**src/rtl/clock_set_controller.sv**
```systemverilog
// clock_set_controller: front-panel time-set sequencer (mode FSM, stop, inc/dec/clear strobes, auto-repeat, blink, idle timeout)
//   in : clk_100MHz, reset_n (async active-low), btn_mode/btn_up/btn_down (debounced levels)
//   out: stop, field_sel[1:0], tick_hr_inc/dec, tick_min_inc/dec, sec_clear, blink
module clock_set_controller #(
  parameter int HOLD_CYCLES    = 50_000_000,
  parameter int REPEAT_CYCLES  = 10_000_000,
  parameter int BLINK_CYCLES   = 25_000_000,
  parameter int TIMEOUT_CYCLES = 1_000_000_000,
  parameter int CNT_W          = 32
) (
  input  logic       clk_100MHz,
  input  logic       reset_n,
  input  logic       btn_mode,
  input  logic       btn_up,
  input  logic       btn_down,
  output logic       stop,
  output logic [1:0] field_sel,
  output logic       tick_hr_inc,
  output logic       tick_hr_dec,
  output logic       tick_min_inc,
  output logic       tick_min_dec,
  output logic       sec_clear,
  output logic       blink
);
  localparam logic [1:0] RUN = 2'd0, SET_HR = 2'd1, SET_MIN = 2'd2, SET_SEC = 2'd3;
  localparam logic [CNT_W-1:0] L_HOLD    = CNT_W'(HOLD_CYCLES);
  localparam logic [CNT_W-1:0] L_RELOAD  = CNT_W'(HOLD_CYCLES - REPEAT_CYCLES);
  localparam logic [CNT_W-1:0] L_BLINK   = CNT_W'(BLINK_CYCLES);
  localparam logic [CNT_W-1:0] L_TIMEOUT = CNT_W'(TIMEOUT_CYCLES);
  logic [1:0]       r_state;
  logic             r_mode_prev, r_up_prev, r_dn_prev, r_arm, r_blink;
  logic             r_hr_inc, r_hr_dec, r_min_inc, r_min_dec, r_sec_clr;
  logic [CNT_W-1:0] r_rep, r_bcnt, r_idle;
  logic             w_mode_rise, w_up_rise, w_dn_rise, w_up_only, w_dn_only, w_one;
  logic             w_set, w_fine, w_timeout, w_chg, w_adj, w_press, w_rpt, w_strobe;
  logic             w_sec_clr, w_any, w_set_nx, w_count;
  logic [1:0]       w_state_nx;
  logic [CNT_W-1:0] w_rep_nx, w_bcnt_nx, w_idle_nx;
  assign w_mode_rise = btn_mode & ~r_mode_prev;
  assign w_up_rise   = btn_up & ~r_up_prev;
  assign w_dn_rise   = btn_down & ~r_dn_prev;
  assign w_up_only   = btn_up & ~btn_down;
  assign w_dn_only   = btn_down & ~btn_up;
  assign w_one       = w_up_only | w_dn_only;
  assign w_set       = r_state != RUN;
  assign w_fine      = (r_state == SET_HR) | (r_state == SET_MIN);
  assign w_rep_nx    = r_rep + CNT_W'(1);
  assign w_bcnt_nx   = r_bcnt + CNT_W'(1);
  assign w_idle_nx   = r_idle + CNT_W'(1);
  // any held up/down counts as activity, so only a fully idle panel can time out
  assign w_timeout   = w_set & ~w_mode_rise & ~btn_up & ~btn_down & (w_idle_nx == L_TIMEOUT);
  assign w_state_nx  = w_mode_rise ? r_state + 2'd1 : w_timeout ? RUN : r_state;
  assign w_chg       = w_state_nx != r_state;
  assign w_set_nx    = w_state_nx != RUN;
  // no adjusting on a cycle where the mode changes: mode wins
  assign w_adj       = w_set & ~w_chg;
  // a rise only counts when the other button is not held
  assign w_press     = (w_up_rise & w_up_only) | (w_dn_rise & w_dn_only);
  // r_arm marks a button whose press was accepted in this state; only it may auto-repeat
  assign w_count     = w_adj & w_fine & w_one & r_arm & ~w_press;
  // after the first repeat the counter reloads so the next hit is REPEAT_CYCLES later
  assign w_rpt       = w_count & (w_rep_nx == L_HOLD);
  assign w_strobe    = w_adj & w_fine & (w_press | w_rpt);
  assign w_sec_clr   = w_adj & (r_state == SET_SEC) & w_press;
  assign w_any       = w_strobe | w_sec_clr;
  always_ff @(posedge clk_100MHz or negedge reset_n)
    if (!reset_n) begin
      r_state     <= RUN;
      r_mode_prev <= 1'b1;
      r_up_prev   <= 1'b1;
      r_dn_prev   <= 1'b1;
      r_arm       <= 1'b0;
      r_rep       <= '0;
      r_bcnt      <= '0;
      r_idle      <= '0;
      r_blink     <= 1'b0;
      r_hr_inc    <= 1'b0;
      r_hr_dec    <= 1'b0;
      r_min_inc   <= 1'b0;
      r_min_dec   <= 1'b0;
      r_sec_clr   <= 1'b0;
    end else begin
      r_state     <= w_state_nx;
      r_mode_prev <= btn_mode;
      r_up_prev   <= btn_up;
      r_dn_prev   <= btn_down;
      r_arm       <= (w_chg | ~w_one) ? 1'b0 : (w_adj & w_fine & w_press) ? 1'b1 : r_arm;
      r_rep       <= ~w_count ? '0 : w_rpt ? L_RELOAD : w_rep_nx;
      r_blink     <= ~w_set_nx ? 1'b0 : (w_chg | w_any) ? 1'b1 : (w_bcnt_nx == L_BLINK) ? ~r_blink : r_blink;
      r_bcnt      <= (~w_set_nx | w_chg | w_any | (w_bcnt_nx == L_BLINK)) ? '0 : w_bcnt_nx;
      r_idle      <= (~w_set_nx | w_chg | w_mode_rise | btn_up | btn_down) ? '0 : w_idle_nx;
      r_hr_inc    <= w_strobe & (r_state == SET_HR) & w_up_only;
      r_hr_dec    <= w_strobe & (r_state == SET_HR) & w_dn_only;
      r_min_inc   <= w_strobe & (r_state == SET_MIN) & w_up_only;
      r_min_dec   <= w_strobe & (r_state == SET_MIN) & w_dn_only;
      r_sec_clr   <= w_sec_clr;
    end
  assign stop         = r_state != RUN;
  assign field_sel    = r_state;
  assign tick_hr_inc  = r_hr_inc;
  assign tick_hr_dec  = r_hr_dec;
  assign tick_min_inc = r_min_inc;
  assign tick_min_dec = r_min_dec;
  assign sec_clear    = r_sec_clr;
  assign blink        = r_blink;
endmodule

```
**config.mk**
```make
export PLATFORM = sky130hd
export DESIGN_NAME = clock_set_controller
export DESIGN_NICKNAME = d
export VERILOG_FILES = /design/src/rtl/clock_set_controller.sv
export SDC_FILE = /design/constraint.sdc
export NUM_CORES = 1
export LEC_CHECK = 0
export BUFFER_PORTS_ARGS = -buffer_cell sky130_fd_sc_hd__buf_2
export CAP_MARGIN = 20
export CORE_ASPECT_RATIO = 0.6
export CORE_MARGIN = 2
export CORE_UTILIZATION = 57
export CTS_BUF_LIST = sky130_fd_sc_hd__clkbuf_8 sky130_fd_sc_hd__clkbuf_16
export DETAILED_ROUTE_END_ITERATION = 16
export PLACE_DENSITY = 0.76
export RECOVER_POWER = 50
export SLEW_MARGIN = 10
export SYNTH_ARGS = -nofsm -noshare
export SYNTH_HDL_FRONTEND = slang
export SYNTH_SLANG_ARGS = --single-unit
```
**constraint.sdc**
```tcl
create_clock -name clk_100MHz -period 3.3 [get_ports clk_100MHz]
set_input_delay 0.495 -clock clk_100MHz [delete_from_list [all_inputs] [get_ports clk_100MHz]]
set_output_delay 0.495 -clock clk_100MHz [all_outputs]
set_load 0.02 [all_outputs]
```
==> out/qor.csv, run 1 <==
stage;metric;value;unit
status;run status;finished clean;
synth;Synth Net Count;806;
synth;syn_area_per_cell;8.74;sq um
timing;Fmax;315;MHz
floorplanning;Starting Density;0.578;
route;final wirelength;19300;um
timing;Setup TNS;0;ps
layout;Finished Layout Cells;1004;
clock_network;TritonCTS clock tree;yes;
layout;# fillers;960;
global_route;grt total ovfl;0;
power_and_ir_drop;LEAKAGE;3.04;nW
floorplanning;Die H;89.3;um
placement;IO buf count;13;
timing;Final Hold Fails;0;
route;post-route ant nets;0;
clock_network;# clock sinks;108;
layout;multi-input logic area;0.00399;sq mm
clock_network;Worst-path clk slew;70;ps
critical_path;WP data required;3530;ps
critical_path;Crit Path Category;flop to flop;
placement;placed cell areas;0.00747;sq mm
global_route;first-pass GRT wire length;30900;um
critical_path;CP endpoint kind;flop;
synth;Synth Register Bits;108;
clock_network;CTS Buffer Depth;2;
route;drt first pass iters;8;
clock_network;Root Buffer;clkbuf_16;
layout;nets;850;
synth;Area contributors post-synth;dfrtp_1 (38%), xnor2_1 (6.6%), xor2_1 (5.5%);
power_and_ir_drop;power per cell area;361;mW/mm^2
timing;Worst Skew;6.70;ps
timing;Tcrit/Tclk final;0.963;
synth;Synth top area share;0.381;
min_path;worst hold path depth;1;
clock_network;H-tree level count;3;
run;max-cap violations;0;
layout;Final Cell Area;0.00796;sq mm
timing;count of final max-slew check failures;0;
critical_path;Crit Path Max Fanout;24;
timing;Worst Tran Pin Value;1440;ps
timing;final worst path period need;3180;ps
floorplanning;core area;0.0119;sq mm
critical_path;R2R Setup Slk;120;ps
synth;sequential fraction of the synthesis area;0.392;
synth;Synth Cell Area;0.00691;sq mm
floorplanning;FP Rows;31;
layout;layout cells sized above 1;0.162;
timing;final setup vio count;0;
synth;Post-synth EDFFs;0;
critical_path;Worst EP arrival;3410;ps
synth;count of yosys warnings during synthesis;0;
route;vias;6565;
route;post-DR wirelength/cell;19.2;um
power_and_ir_drop;maximum vdd drop;0.241;mV
synth;dominant synthesized flop cell;dfrtp_1;
route;initial DRC count;944;
layout;Area Growth Syn to Fin;15.3;%
critical_path;Worst Setup Start Kind;flop;
route;detailed-route DRC error count;0;
synth;most common cell in the netlist;dfrtp_1;
floorplanning;DIE WIDTH;146;um
synth;Yosys cell types;62;
synth;Post-synth top cells;dfrtp_1 (105), nor2_1 (83), nor4_1 (54), xnor2_1 (52), nand2_1 (51);
critical_path;R2R depth;10;
floorplanning;I/O pin count;14;
clock_network;clk_lat worst skew;350;ps
global_route;vias in the first global route;5950;
layout;Diodes inserted;0;
global_route;initial antenna violation count;0;
clock_network;number of buffers created by CTS;9;
route;Vias/cell;6.54;
layout;register area;0.00271;sq mm
floorplanning;Die ar.;0.0130;sq mm
placement;HPWL after detailed placement;13600;um
layout;Post-Route Utilization;0.666;
synth;Syn Inst Count;790;
global_route;pin count of the biggest net entering global routing;58;
placement;Cells after DPL;980;
timing;Slew HR;0.0398;
synth;area leader, netlist;dfrtp_1;
synth;Async SR Flop Fraction;1.00;
global_route;gr usage total;0.300;
placement;GP Congestion;1.04;
min_path;min-delay worst type;primary input to flop;
==> routing by layer <==
layer | up-vias | wire length [um] | GRT usage | share of wire
met1 | 3152 | 8920 | 0.459 | 0.46
met3 | 39 | 2080 | 0.0740 | 0.11
met5 | - | 0 | 0 | 0
met4 | 0 | 229 | 0.0565 | 0.012
met2 | 397 | 8080 | 0.434 | 0.42
li1 | 2977 | - | - | -
==> repair_timing <==
item / in CTS / in global routing
gates resized for setup: 2 / 27
pin swaps: 2 / 3
setup buffers: 1 / 5
setup endpoints to repair: 14 / 103
cloned: 0 / 2
hold buffers: 0 / 0
==> registers in the layout (all words and copies together), names as in the netlist <==
register      count
r_bcnt           32
r_idle           32
r_rep            32
field_sel         2
blink             1
r_arm             1
r_dn_prev         1
r_mode_prev       1
r_up_prev         1
sec_clear         1
tick_hr_dec       1
tick_hr_inc       1
tick_min_dec      1
tick_min_inc      1
==> cell usage in the layout, fill, tap and decap left out, drive strengths merged, types with 18 or more instances in the layout <==
cell / n
and4: 19
buf: 78
clkbuf: 18
dfrtp: 105
inv: 25
nand2: 51
nand3: 51
nand4: 45
nor2: 83
nor3: 40
nor4: 55
xnor2: 52
xor2: 43
==> layout make-up <==
cell class / instances / share of cell area
Clock buffer: 10 / 0.0300
Clock inverter: 6 / 0.00597
Inverter: 23 / 0.0108
Multi-Input combinational cell: 606 / 0.501
Sequential cell: 108 / 0.340
Tap cell: 165 / 0.0259
Timing Repair Buffer: 86 / 0.0855
==> power breakdown <==
| part | switching [mW] | internal [mW] | total, mW |
|---|---|---|---|
| clock | 0.511 | 0.540 | 1.05 |
| combinational | 0.292 | 0.139 | 0.431 |
| sequential | 0.0400 | 1.35 | 1.39 |
==> final timing paths <==
| kind | to | startpoint |
|---|---|---|
| worst min-delay path | r_mode_prev | btn_mode |
| min in group asynchronous | r_idle[30] | reset_n |
| max in group asynchronous | r_rep[0] | reset_n |
| worst max-delay path | r_idle[30] | r_idle[8] |
| worst min register to register | r_rep[0] | r_rep[0] |
| worst max register to register | r_idle[30] | r_idle[8] |
==> critical path: stages (launching register included) <==
cell and delay, ps:
dfrtp_1 370, nand3_2 110, buf_4 190, or4_4 570, o311a_1 380, a31oi_2 200, nor4bb_1 80, and4_1 250
o31a_4 410, buf_12 180, nor4_1 290
==> through the flow <==
stage	setup slack (ps)	hold slack, ps	power, mW
floorplan	26.5	199	1.63
global placement	33.3	512	1.80
detailed placement	-12.1	524	1.82
CTS	9.03	210	2.87
global route	-10.8	237	3.00
finish	122	253	2.87
==> kinds of logic after synthesis <==
family	Yosys count	share of synthesized area
AND/OR/NAND/NOR	414	0.327
flip-flops	108	0.392
XOR/XNOR	95	0.120
buffers and inverters	76	0.0484
AO/OA/AOI/OAI	85	0.0911
adder cells (fa/ha/maj)	11	0.0199
multiplexers	1	0.00145
Power figures use the tool's default switching activity.
==> run 2: changes to the inputs <==
CELL_PAD_IN_SITES_DETAIL_PLACEMENT = 1   (was default)
CELL_PAD_IN_SITES_GLOBAL_PLACEMENT = 1   (was default)
CORE_UTILIZATION = 44   (was 57)
PLACE_DENSITY = default   (was 0.76)
PLACE_DENSITY_LB_ADDON = 0.1   (was default)
==> out/qor.csv, run 2 (synthesis results as in run 1) <==
stage;metric;value;unit;change
status;run status;finished, violations left;;was finished clean
status;failing checks;max-capacitance violations, max-slew violations;;
clock_network;cts hold-fix bufs;0;;unchanged
min_path;Hold Startpoint;btn_mode;;unchanged
global_route;first-pass GRT wire length;36100;um;was 30900 um
clock_network;Root Buffer;clkbuf_16;;unchanged
floorplanning;Die ar.;0.0167;sq mm;was 0.0130 sq mm
route;Vias/cell;6.18;;was 6.54
clock_network;clk_lat worst skew;360;ps;was 350 ps
timing;final setup vio count;0;;unchanged
layout;commonest non-fill, non-tap cell in the layout;dfrtp_1;;unchanged
critical_path;Worst Setup SP;r_idle[9];;was r_idle[8]
floorplanning;Die H;101;um;was 89.3 um
route;final wirelength;22700;um;was 19300 um
global_route;gr usage total;0.272;;was 0.300
placement;worst slack at placement;-62.9;ps;was -12.1 ps
layout;layout cells sized above 1;0.186;;was 0.162
clock_network;# clock sinks;108;;unchanged
timing;Final Hold Fails;0;;unchanged
critical_path;Crit Path Max Fanout;12;;was 24
power_and_ir_drop;power per cell area;376;mW/mm^2;was 361 mW/mm^2
route;post-DR wirelength/cell;21.4;um;was 19.2 um
clock_network;H-tree level count;3;;unchanged
clock_network;Worst-path clk slew;80;ps;was 70 ps
timing;Worst Skew;12.6;ps;was 6.70 ps
critical_path;Worst EP arrival;3500;ps;was 3410 ps
min_path;min-delay worst type;primary input to flop;;unchanged
layout;Diodes inserted;0;;unchanged
clock_network;TritonCTS clock tree;yes;;unchanged
global_route;pin count of the biggest net entering global routing;44;;was 58
layout;Area Growth Syn to Fin;18.7;%;was 15.3%
timing;final worst slack;46.4;ps;was 122 ps
floorplanning;Starting Density;0.451;;was 0.578
power_and_ir_drop;maximum vdd drop;0.232;mV;was 0.241 mV
critical_path;CP endpoint kind;flop;;unchanged
floorplanning;FP Rows;35;;was 31
timing;Tcrit/Tclk final;0.986;;was 0.963
timing;Fmax;307;MHz;was 315 MHz
clock_network;number of buffers created by CTS;9;;unchanged
power_and_ir_drop;LEAKAGE;3.12;nW;was 3.04 nW
layout;Post-Route Utilization;0.535;;was 0.666
route;initial DRC count;500;;was 944
floorplanning;DIE WIDTH;166;um;was 146 um
critical_path;Worst Setup Start Kind;flop;;unchanged
timing;count of final max-slew check failures;44;;was 0
timing;final worst path period need;3250;ps;was 3180 ps
clock_network;CTS Buffer Depth;2;;unchanged
route;vias;6555;;was 6565
placement;GP Congestion;0.968;;was 1.04
critical_path;Reg-to-Reg Start;r_idle[9];;was r_idle[8]
route;detailed-route DRC error count;0;;unchanged
layout;nets;868;;was 850
floorplanning;core area;0.0153;sq mm;was 0.0119 sq mm
placement;HPWL after detailed placement;16400;um;was 13600 um
global_route;grt total ovfl;0;;unchanged
route;post-route ant nets;0;;unchanged
timing;Slew HR;-0.633;;was 0.0398
run;max-cap violations;1;;was 0
critical_path;Crit Path Category;flop to flop;;unchanged
global_route;vias in the first global route;6560;;was 5950
layout;biggest regs;r_bcnt: 32 flops, r_idle: 32 flops, r_rep: 32 flops;;unchanged
placement;IO buf count;13;;unchanged
global_route;initial antenna violation count;0;;unchanged
route;drt first pass iters;5;;was 8
layout;# fillers;1793;;was 960
timing;Worst Tran Pin Value;2450;ps;was 1440 ps
layout;most frequent cells in the layout;dfrtp_1 (100), nor2_1 (82), buf_4 (81);;was dfrtp_1 (102), nor2_1 (83), buf_4 (65)
floorplanning;I/O pin count;14;;unchanged
critical_path;WP data required;3550;ps;was 3530 ps
## run 2: cell count changes in the layout (fill, tap and decap cells not counted), moves of 2 or more
| cell | before | now |
|---|---|---|
| bufinv_16 | 0 | 2 |
| inv_6 | 2 | 0 |
| dfrtp_2 | 3 | 5 |
| nand3_1 | 48 | 50 |
| o311ai_1 | 1 | 3 |
| buf_4 | 65 | 81 |
| dfrtp_1 | 102 | 100 |
| nand3_2 | 3 | 0 |
## run 2: routing by layer
metal	track usage	wire length (um)
met3	0.0644	1480
met4	0.0435	206
met2	0.408	9760
met1	0.407	11300
met5	0	0
## run 2: where the power goes
group	leakage, nW	switching (mW)	internal [mW]
clock network	0.161	0.535	0.695
registers	1.48	0.0294	1.35
logic	1.48	0.321	0.151
total	3.12	0.886	2.20
## run 2: area by class of cell
type	count	area (sq um)	share of cell area
tap	203	254	0.0310
multi-input combinational	606	4000	0.487
sequential	108	2710	0.331
inverter	23	86.3	0.0105
clock buffer	10	239	0.0291
timing repair buffer	104	816	0.0995
clock inverter	6	96.3	0.0118
## run 2: final timing paths
check	endpoint	depth (start not counted)	slack (ps)
setup / recovery	r_rep[30]	10	50
hold / removal	r_mode_prev	1	260
setup reg to reg	r_rep[30]	10	50
hold reg to reg	r_bcnt[0]	1	500
max in group asynchronous	r_bcnt[1]	2	680
min in group asynchronous	r_idle[11]	1	870
## run 2: metrics by stage
stage / total power [mW] / instances / area [sq um] / hold slack (ps) / TNS (ps)
2_1_floorplan: 1.63 / 790 / 6910 / 199 / 0
3_3_place_gp: 1.83 / 1037 / 7650 / 510 / 0
3_5_place_dp: 1.85 / 1037 / 7650 / 521 / -2110
4_1_cts: 3.09 / 1054 / 8010 / 144 / 0
5_1_grt: 3.20 / 1060 / 8200 / 255 / -1020
6_report: 3.09 / 1060 / 8200 / 255 / 0
## run 2: repair_timing
| item | CTS | global route |
|---|---|---|
| setup endpoints to repair | 89 | 103 |
| gates cloned | 0 | 2 |
| pin swaps | 1 | 8 |
| resized for setup | 4 | 33 |
| setup buffers | 1 | 4 |
## run 2: worst max-delay path, stage by stage, from the launching register on
cell	delay, ps
dfrtp_1	410
nand3_4	130
or4_4	540
or4_4	520
a2111oi_4	370
nand4_1	240
o41ai_4	320
buf_4	190
or2_4	160
clkbuf_16	180
nor2_1	60
==> run 3: changes to the inputs <==
CORE_MARGIN = 1   (was 2)
MAX_ROUTING_LAYER = met4   (was default)
==> out/qor.csv, run 3 (synthesis results as in run 1) <==
stage;metric;value;unit;change
status;run status;finished, violations left;;unchanged
status;failing checks;max-capacitance violations, max-slew violations, negative setup slack;;was max-capacitance violations, max-slew violations
placement;Cells after DPL;1030;;was 1037
layout;biggest regs;r_bcnt: 32 flops, r_idle: 32 flops, r_rep: 32 flops;;unchanged
route;met3 WL;1310;um;was 1480 um
route;WL met2;10900;um;was 9760 um
global_route;vias in the first global route;6542;;was 6560
global_route;gr usage total;0.289;;was 0.272
timing;Slew HR;-0.0579;;was -0.633
route;drt first pass iters;5;;unchanged
clock_network;CTS Buffer Depth;2;;unchanged
route;final wirelength;23800;um;was 22700 um
power_and_ir_drop;Net Sw Power;0.972;mW;was 0.886 mW
critical_path;Worst EP arrival;3600;ps;was 3500 ps
timing;Fmax;295;MHz;was 307 MHz
layout;Finished Layout Cells;1062;;was 1060
route;met1 wire length;11300;um;about the same
power_and_ir_drop;LEAKAGE;3.22;nW;was 3.12 nW
timing;final worst path period need;3390;ps;was 3250 ps
min_path;Hold Startpoint;btn_mode;;unchanged
global_route;initial antenna violation count;0;;unchanged
floorplanning;core area;0.0153;sq mm;unchanged
power_and_ir_drop;Pint;2.09;mW;was 2.20 mW
power_and_ir_drop;switching portion of total power;0.318;;was 0.287
floorplanning;FP Rows;35;;unchanged
placement;HPWL after detailed placement;16100;um;was 16400 um
timing;Tcrit/Tclk final;1.03;;was 0.986
clock_network;# clock sinks;108;;unchanged
power_and_ir_drop;clock power share;0.345;;was 0.399
route;post-route ant nets;0;;unchanged
timing;Setup TNS;-3120;ps;was 0 ps
layout;Diodes inserted;0;;unchanged
critical_path;WP data required;3510;ps;was 3550 ps
clock_network;H-tree level count;3;;unchanged
clock_network;Worst-path clk slew;80;ps;about the same
critical_path;Crit Path Max Fanout;19;;was 12
layout;Area Growth Syn to Fin;24.5;%;was 18.7%
power_and_ir_drop;maximum vdd drop;0.232;mV;about the same
floorplanning;Die H;99.0;um;was 101 um
timing;count of final max-slew check failures;58;;was 44
placement;IO buf count;13;;unchanged
floorplanning;Die ar.;0.0162;sq mm;was 0.0167 sq mm
power_and_ir_drop;power share of the combinational group;0.199;;was 0.153
run;max-cap violations;2;;was 1
critical_path;Crit Path Category;flop to flop;;unchanged
timing;final setup vio count;81;;was 0
power_and_ir_drop;Design Power;3.06;mW;was 3.09 mW
clock_network;TritonCTS clock tree;yes;;unchanged
layout;commonest non-fill, non-tap cell in the layout;dfrtp_1;;unchanged
power_and_ir_drop;power per cell area;356;mW/mm^2;was 376 mW/mm^2
layout;Post-Route Utilization;0.561;;was 0.535
critical_path;Reg-to-Reg Start;r_idle[13];;was r_idle[9]
floorplanning;DIE WIDTH;164;um;was 166 um
route;max layer used;met4;;unchanged
route;Vias/cell;6.31;;was 6.18
timing;Worst Tran Pin Value;1590;ps;was 2450 ps
min_path;Hold EP;r_mode_prev;;unchanged
global_route;pin count of the biggest net entering global routing;55;;was 44
min_path;worst hold path depth;1;;unchanged
timing;Final Hold Fails;0;;unchanged
floorplanning;Starting Density;0.451;;unchanged
critical_path;Worst Setup Start Kind;flop;;unchanged
timing;RSZ-0062 raised after global routing;yes;;
clock_network;cts hold-fix bufs;0;;unchanged
timing;Worst Skew;9.53;ps;was 12.6 ps
placement;GP Congestion;0.969;;was 0.968
layout;# fillers;1728;;was 1793
clock_network;Root Buffer;clkbuf_16;;unchanged
critical_path;R2R Setup Slk;-90;ps;was 50 ps
route;post-DR wirelength/cell;22.4;um;was 21.4 um
route;initial DRC count;505;;was 500
route;vias;6698;;was 6555
floorplanning;I/O pin count;14;;unchanged
global_route;grt total ovfl;0;;unchanged
critical_path;CP endpoint kind;flop;;unchanged
critical_path;R2R depth;10;;unchanged
clock_network;number of buffers created by CTS;9;;unchanged
timing;final worst slack;-87.5;ps;was 46.4 ps
layout;layout cells sized above 1;0.239;;was 0.186
layout;most frequent cells in the layout;dfrtp_1 (103), buf_4 (76), nor2_1 (60);;was dfrtp_1 (100), nor2_1 (82), buf_4 (81)
clock_network;clk_lat worst skew;360;ps;about the same
route;detailed-route DRC error count;0;;unchanged
min_path;min-delay worst type;primary input to flop;;unchanged
layout;nets;870;;was 868
global_route;first-pass GRT wire length;35300;um;was 36100 um
critical_path;FF-to-FF End;r_idle[2];;was r_rep[30]
power_and_ir_drop;Seq pwr share;0.456;;was 0.448
[run 3: worst max path at each step]
stage / startpoint / end
2_1_floorplan: r_idle[8] / r_bcnt[10]
3_3_place_gp: r_bcnt[8] / r_bcnt[19]
3_5_place_dp: r_idle[2] / r_idle[27]
4_1_cts: r_idle[13] / r_rep[8]
5_1_grt: r_idle[13] / r_idle[2]
6_report: r_idle[13] / r_idle[2]
[run 3: per-stage QoR]
step	area, sq um	hold WS (ps)	setup slack [ps]
after CTS	7930	222	14.9
final	8600	263	-87.5
after detailed placement	7610	525	-131
after global routing	8600	245	-160
after floorplan	6910	199	26.5
after global placement	7610	508	90.7
[run 3: layer usage]
layer / GRT usage / vias to the layer above
met3: 0.0585 / 33
met1: 0.416 / 3425
met4: 0.0491 / 0
met2: 0.421 / 212
met5: - / -
li1: - / 3028
[run 3: area by class of cell]
class / count / area (sq um) / share of cell area
inverter: 23 / 86.3 / 0.0100
clock inverter: 7 / 52.6 / 0.00611
timing repair buffer: 106 / 915 / 0.106
tap: 203 / 254 / 0.0295
clock buffer: 9 / 225 / 0.0262
multi-input combinational: 606 / 4360 / 0.507
sequential: 108 / 2710 / 0.315
[run 3: what timing repair did]
action | CTS | global route
endpoints found under the setup margin | 74 | 104
setup buffers | 1 | 8
cloned | 0 | 7
pin swaps | 1 | 31
resized for setup | 8 | 120
[run 3: power groups by stage]
stage	registers [mW]	logic, mW	clock network (mW)
2_1_floorplan	1.42	0.214	0
3_3_place_gp	1.41	0.402	0
3_5_place_dp	1.42	0.415	0
4_1_cts	1.39	0.422	1.07
5_1_grt	1.40	0.644	1.13
6_report	1.39	0.609	1.06
[run 3: critical path: stages (launching register included)]
cell	delay [ps]
dfrtp_1	390
nand4_1	250
or4_4	500
buf_4	180
o31ai_2	400
and2_1	230
nor4_1	70
and4_4	210
o31a_4	410
buf_12	190
nor4_1	410
